<file path="config.mk">
export PLATFORM = sky130hd
export DESIGN_NAME = imem_loadable
export DESIGN_NICKNAME = d
export VERILOG_FILES = /design/src/rtl/imem_loadable.sv
export SDC_FILE = /design/constraint.sdc
export NUM_CORES = 2
export LEC_CHECK = 0
export CORE_MARGIN = 3
export CORE_UTILIZATION = 50
export CTS_CLUSTER_DIAMETER = 100
export DETAILED_ROUTE_END_ITERATION = 12
export PLACE_DENSITY_LB_ADDON = 0.1
export SLEW_MARGIN = 20
export SYNTH_ARGS = -nofsm -noshare
export SYNTH_HDL_FRONTEND = slang
export SYNTH_SLANG_ARGS = --single-unit
</file>
<file path="constraint.sdc">
create_clock -name clk -period 3.94 [get_ports clk]
set_input_delay 0.788 -clock clk [delete_from_list [all_inputs] [get_ports clk]]
set_output_delay 0.788 -clock clk [all_outputs]
set_load 0.02 [all_outputs]
</file>
<file path="src/rtl/imem_loadable.sv">
// Loadable instruction memory for the 16-bit MIPS-style core.
// A program image is streamed in through a valid/ready load port. The fetch
// port has a registered, stall-aware read path with 1-cycle latency. A fetch
// at or beyond the end of the loaded image returns NOP_WORD and raises
// fetch_err.
module imem_loadable #(
  parameter int              IW       = 16,
  parameter int              AW       = 8,
  parameter int              DEPTH    = 256,
  parameter logic [IW-1:0]   NOP_WORD = 16'h0000
) (
  input  logic          clk,
  input  logic          rst_n,
  input  logic          load_start,
  input  logic          load_valid,
  input  logic [IW-1:0] load_data,
  input  logic          load_last,
  output logic          load_ready,
  output logic          load_busy,
  output logic [AW:0]   loaded_cnt,
  input  logic          fetch_req,
  input  logic [AW-1:0] fetch_pc,
  input  logic          stall,
  output logic          fetch_valid,
  output logic [IW-1:0] instruction,
  output logic          fetch_err
);

  localparam logic [1:0] ST_IDLE = 2'd0;
  localparam logic [1:0] ST_LOAD = 2'd1;
  localparam logic [1:0] ST_RUN  = 2'd2;

  // Index width sized to the array. Counts are AW+1 bits wide so that
  // DEPTH == 2**AW is still representable.
  localparam int          IDXW      = (DEPTH > 1) ? $clog2(DEPTH) : 1;
  localparam logic [AW:0] DEPTH_CNT = (AW+1)'(DEPTH);
  localparam logic [AW:0] ONE_CNT   = (AW+1)'(1);

  logic [IW-1:0] mem [0:DEPTH-1];

  logic [1:0]    state_r;
  logic [1:0]    state_nxt_s;
  logic [AW:0]   wptr_r;
  logic [AW:0]   wptr_inc_s;
  logic [AW:0]   loaded_cnt_r;
  logic          load_ready_r;
  logic          load_busy_r;
  logic          fetch_valid_r;
  logic [IW-1:0] instruction_r;
  logic          fetch_err_r;
  logic          xfer_s;
  logic          final_s;
  logic          fetch_hit_s;
  logic          fetch_blocked_s;
  logic [IW-1:0] rd_data_s;

  // A same-cycle load_start discards the transfer (the load restarts).
  assign xfer_s          = load_ready_r & load_valid & ~load_start;
  assign wptr_inc_s      = wptr_r + ONE_CNT;
  assign final_s         = xfer_s & (load_last | (wptr_inc_s == DEPTH_CNT));
  assign fetch_hit_s     = ({1'b0, fetch_pc} < loaded_cnt_r);
  assign fetch_blocked_s = load_start | (state_r == ST_LOAD);
  assign rd_data_s       = mem[fetch_pc[IDXW-1:0]];

  assign load_ready  = load_ready_r;
  assign load_busy   = load_busy_r;
  assign loaded_cnt  = loaded_cnt_r;
  assign fetch_valid = fetch_valid_r;
  assign instruction = instruction_r;
  assign fetch_err   = fetch_err_r;

  // Next-state selection for the IDLE / LOAD / RUN controller.
  always_comb begin
    state_nxt_s = state_r;
    case (state_r)
      ST_IDLE: begin
        if (load_start) state_nxt_s = ST_LOAD;
        else            state_nxt_s = ST_IDLE;
      end
      ST_LOAD: begin
        if (load_start)   state_nxt_s = ST_LOAD;
        else if (final_s) state_nxt_s = ST_RUN;
        else              state_nxt_s = ST_LOAD;
      end
      ST_RUN: begin
        if (load_start) state_nxt_s = ST_LOAD;
        else            state_nxt_s = ST_RUN;
      end
      default: state_nxt_s = ST_IDLE;
    endcase
  end

  // Controller state, load handshake outputs, write pointer and image size.
  always_ff @(posedge clk or negedge rst_n) begin
    if (!rst_n) begin
      state_r      <= ST_IDLE;
      load_ready_r <= 1'b0;
      load_busy_r  <= 1'b0;
      wptr_r       <= '0;
      loaded_cnt_r <= '0;
    end else begin
      state_r      <= state_nxt_s;
      load_ready_r <= (state_nxt_s == ST_LOAD);
      load_busy_r  <= (state_nxt_s == ST_LOAD);
      if (load_start) begin
        wptr_r       <= '0;
        loaded_cnt_r <= '0;
      end else if (xfer_s) begin
        wptr_r       <= wptr_inc_s;
        loaded_cnt_r <= wptr_inc_s;
      end else begin
        wptr_r       <= wptr_r;
        loaded_cnt_r <= loaded_cnt_r;
      end
    end
  end

  // Instruction storage write port. The array is intentionally not reset.
  always_ff @(posedge clk) begin
    if (xfer_s) begin
      mem[wptr_r[IDXW-1:0]] <= load_data;
    end
  end

  // Registered fetch path: 1-cycle latency, held while stall is high, and
  // flushed whenever a load begins or is in progress.
  always_ff @(posedge clk or negedge rst_n) begin
    if (!rst_n) begin
      fetch_valid_r <= 1'b0;
      instruction_r <= NOP_WORD;
      fetch_err_r   <= 1'b0;
    end else if (fetch_blocked_s) begin
      fetch_valid_r <= 1'b0;
      instruction_r <= instruction_r;
      fetch_err_r   <= 1'b0;
    end else if (!stall) begin
      fetch_valid_r <= fetch_req;
      if (fetch_req && fetch_hit_s) begin
        instruction_r <= rd_data_s;
        fetch_err_r   <= 1'b0;
      end else if (fetch_req) begin
        instruction_r <= NOP_WORD;
        fetch_err_r   <= 1'b1;
      end else begin
        instruction_r <= instruction_r;
        fetch_err_r   <= 1'b0;
      end
    end else begin
      fetch_valid_r <= fetch_valid_r;
      instruction_r <= instruction_r;
      fetch_err_r   <= fetch_err_r;
    end
  end

endmodule

</file>
* Yosys cells after proc, flatten, opt, wreduce, memory -nomap -nowiden
Memory sizes are Yosys's and may differ from the RTL's.
Index checks and enable logic that the tools add are counted.
** Word-level totals
- Register bits after elaboration :: 30
- RAM bits :: 4096
- Output and inout bits :: 29
- Word-level logic and storage cells :: 44
- Memories :: 1
** Operators by class
- Add/sub/neg operators :: 1
- Order comparisons :: 1
- Equal/unequal tests :: 5
- Mux-type cells :: 17
- Bitwise gates (word level) :: 8
- Reductions and logical operators :: 5
** Memories
- mem :: depth 256, bits a word 16, rd ports 1, clocked after Yosys merged registers in 0, wr ports 1, RTL line 39 : logic [IW-1:0] mem [0:DEPTH-1];
** Operators by type and width (count)
- two-way mux 16 bit :: 2
- two-way mux 9 bit :: 2
- adder 9 x 1 -> 9 bit (second input constant) :: 1
- equality test 9 bit (second input constant) :: 1
- less-than comparator 8 x 9 -> 1 bit :: 1
- two-way mux 1 bit :: 9
- two-way mux 2 bit :: 3
- case mux 2 bit (3 select lines) :: 1
- equality test 2 x 1 -> 1 bit (second input constant) :: 2
- nonzero test 2 bit :: 2
- AND 1 bit :: 3
- NOT 1 bit :: 3
- AND reduction 3 bit :: 1
- equality test 2 bit (second input constant) :: 1
- logical NOT 2 bit :: 1
- inequality test 2 x 1 -> 1 bit (second input constant) :: 1
- OR 1 bit :: 2
- logical AND 1 bit :: 1

* Depth between registers and ports, before layout
- Word-level depth :: 8
- Gate-level depth with buffers :: 13
- Depth with buffers taken out :: 9

* Worst setup path after synthesis
OpenSTA, ideal clock, no wires.
- Path type :: input -> register
- Start :: input port load_start
- End :: memory mem[184][0], enable pin
- Data arrival time :: 2.690 ns
- Required time :: 3.552 ns
- Slack :: 0.862 ns
- Cell stages on the path :: 7
- Path buffers :: 2
- Path through :: clkbuf_1 -> inv_1 -> nand3_1 -> nor3_1 -> nand2_1 -> clkbuf_1 -> nor2_1
** Between the ends
- Word-level cells in the longest chain between the ends :: 4
** RTL lines
- start: declaration :: RTL line 14 : input logic load_start,
- NOT 1 bit :: RTL line 58 : assign xfer_s = load_ready_r & load_valid & ~load_start;
- AND 1 bit :: RTL line 58
- two-way mux 1 bit :: RTL line 120 : if (xfer_s) begin
- two-way mux 1 bit (not written as such) :: RTL line 121 : mem[wptr_r[IDXW-1:0]] <= load_data;
- end: declaration :: RTL line 39
No other way between the ends.

* Worst setup path after layout
- Start :: input port fetch_pc[1]
- End :: register instruction_r[1] (netlist: instruction[1])
** Between the ends
- Word-level cells in the longest chain between the ends :: 4
** RTL lines
- start: declaration :: RTL line 22 : input logic [AW-1:0] fetch_pc,
- parallel branches: the longest is 4 deep, another holds memory (256 x 16 bit)
- end signal: assignment :: RTL line 134 : instruction_r <= instruction_r;
- end signal: assignment :: RTL line 139 : instruction_r <= rd_data_s;
- end signal: assignment :: RTL line 145 : instruction_r <= instruction_r;
- end: declaration :: RTL line 49 : logic [IW-1:0] instruction_r;
Parallel ways; which one is timed is not known.
A chain may end at the register's enable or synchronous reset.

==> results.toml <==
[power]
p_total_uw = 94400
powerDensity_nw_per_um2 = 504
p_leak_uw = 0.0609
ir_drop_uv = 407

[yosys]
synth_area_leader_cell = "edfxtp_1"
synth_enable_flop_cells = 4096
syn_inst = 7627
synth.most_common_cell = "edfxtp_1"
ys_async_sr_fraction_pct = 0.727
syn_nets = 7669
synth_common_cells = "edfxtp_1 (4096), mux4_2 (774), mux2i_1 (599), nor2_1 (353), clkbuf_1 (179)"
synth_cell_types = 75
synth_ff_type = "edfxtp_1"
synth_xor_area_share_pct = 0.0381
yosys_warnings = 0
synth_compound_gate_area_share_pct = 3.87
syn_area_sq_um = 161000
synthAdderAreaFrac_pct = 0.0856
ys_ff_latch = 4126
synth_top_cell_area_share_pct = 76.5
seq_area_frac_synth_pct = 77.0
avgSynthCellArea_sq_um = 21.1
synth_top_family_by_area = "multiplexers"
muxShareOfSynthArea_pct = 15.0
synth.area.top_cells = "edfxtp_1 (76%), mux4_2 (11%), mux2i_1 (3.7%)"
synth-simple-area-share_pct = 1.99

[finish]
layout-drive-gt1-share_pct = 27.7
n_fill_cell = 23314
area_delta_synth_final_pct = 16.5
postLayoutCellArea_sq_um = 187000
num-nets-final = 8573
utilization_pct = 58.7

[routing]
drtPass1Iterations = 8
drtAntennaViolNets = 0
routed_wirelength_um = 474000
drc = 0
wl_per_cell_um = 36.0
num_vias = 84004
drt_iter0_markers = 10774
vias_per_cell = 6.38

[sta]
period_share_pct = 93.3
tightestPinTransition_ns = 1.12
hold_ws_ns = 0.265
rsz0062_at_grt = "no"
period_needed_ns = 3.67
max-slew-margin-rel_pct = 25.6
finClkSkew_ns = 0.0478
report.final.slew_viol_count = 0
worst_slack_ns = 0.265
hold_violations = 0
setup_viol = 0
clock.fmax_mhz = 272

[job]
maxCapViolations = 0

[floorplanning]
die_y_um = 573
dieArea_sq_um = 328000
die_x_um = 573
initial_core_util_pct = 50.4
core_region_area_sq_um = 319000
rows = 207
ios = 60

[place]
gp_congestion = 0.935
portBuffers = 59
place_area_sq_um = 173000
dp_hpwl_um = 299000
post-place-ws_ns = -0.646

[grt]
grtUsageTotal_pct = 28.7
first_global_vias = 83155
antenna_found_initial = 22
grt_pass1_wl_um = 664000
grt_remaining_overflow = 0
grt_max_degree = 120

[setup_path]
crit_path_end_kind = "register"
worstSetupPathType = "in -> reg"
cp.required_ns = 4.75
worstPathMaxFanout = 18
cp-start-kind = "input pin"
arrival_ns = 4.48

[clocking]
cts_tree = "built"
clock-root-buffer = "clkbuf_16"
cts.clk_slew.worst_paths_ns = 0.06
cts_setup_buffers = 0
clkSinkCount = 4126
htreeDepth = 5
numCtsBuffers = 425
insertion_delay_ns = 0.97
cts_buffer_depth = 4

[status]
status = "finished clean"

[min_path]
hold_path_class = "in -> reg"
==> layout by cell type (no fill, tap or decap), types with 24 or more instances in the layout <==
cell type	n
nand2_1	157
nor2_2	73
a22oi_1	74
bufinv_16	53
clkinv_2	89
nand2b_1	30
clkbuf_16	435
edfxtp_1	4096
mux4_2	774
nand3_1	52
mux2i_1	599
buf_4	662
mux2_2	24
a31oi_1	41
dfrtp_1	30
o31ai_1	31
a221oi_1	167
a211oi_1	55
clkbuf_1	82
clkinv_1	81
buf_12	223
o22ai_1	33
a21oi_1	105
a221o_1	61
clkdlybuf4s50_1	34
nor2_1	277
o21ai_0	131
nor3_1	44
==> sequential cells by signal, summed over array words and instances (netlist names) <==
signal	cells
mem	4096
instruction	16
loaded_cnt	9
state_r	2
fetch_err	1
fetch_valid	1
load_busy	1
==> worst max-delay path, cell delays in order <==
cell      delay [ns]
buf_8           0.24
buf_12          0.23
buf_4           0.24
buf_4           0.21
mux4_2          0.31
a22o_1          0.19
a221oi_1        0.80
o21ai_0         0.20
buf_4           0.20
o31ai_1         0.79
o41ai_2         0.18
==> final timing paths <==
check,endpoint,slack [ns],depth (start not counted),startpoint
worst max-delay path,instruction[1],0.27,11,fetch_pc[1]
worst min-delay path,mem[30][15],0.27,1,load_data[15]
worst max register to register,instruction[1],0.51,7,mem[58][1]
worst min register to register,state_r[1],0.52,1,state_r[0]
max in group asynchronous,loaded_cnt[2],2.92,2,rst_n
min in group asynchronous,instruction[4],0.49,2,rst_n
==> per-layer routing <==
layer | part of all wire [%] | global-route usage (%) | vias to the layer above | wire, um
met1 | 40 | 41.0 | 45159 | 189000
met4 | 4.2 | 10.5 | 4 | 19800
met3 | 8.9 | 5.40 | 718 | 42200
met2 | 47 | 44.4 | 4218 | 222000
li1 | - | - | 33905 | -
met5 | 0.0044 | 0 | - | 21
==> where the power goes <==
part / leakage (uW) / switching (uW) / internal, uW / total [uW]
logic: 0.0169 / 3560 / 1930 / 5490
registers: 0.0372 / 200 / 48300 / 48500
clock network: 0.00685 / 16700 / 23700 / 40400
==> logic make-up after synthesis <==
| kind of cell | count (synthesis) |
|---|---|
| DFF | 4126 |
| muxes | 1413 |
| AOI/OAI and AO/OA | 845 |
| and+or+nand+nor | 740 |
| buffers and inverters | 485 |
| adders and majority gates | 11 |
| xor gates and xnor gates | 7 |
==> final cells by class <==
cell class,count,area [sq um],share of cell area [%]
Clock inverter,259,2760,1.47
Multi-Input combinational cell,3016,34000,18.2
Tap cell,4284,5360,2.86
Timing Repair Buffer,944,10100,5.41
Clock buffer,520,11200,6.00
Antenna cell,9,22.5,0.0120
Inverter,18,82.6,0.0441
Sequential cell,4126,124000,66.0
==> stage by stage <==
step | setup TNS (ns) | std cells
detailed placement | -3.36 | 12386
floorplan | 0 | 7627
global route | 0 | 13169
finish | 0 | 13176
CTS | 0 | 13166
global placement | -4.26 | 12386
==> repair_timing <==
action                                  4_1_cts  5_1_grt
resized for setup                             0        0
hold buffers                                  1        0
hold endpoints to repair                     30        0
endpoints found under the setup margin        0        0
No activity file was read; power rests on OpenSTA's default activity.
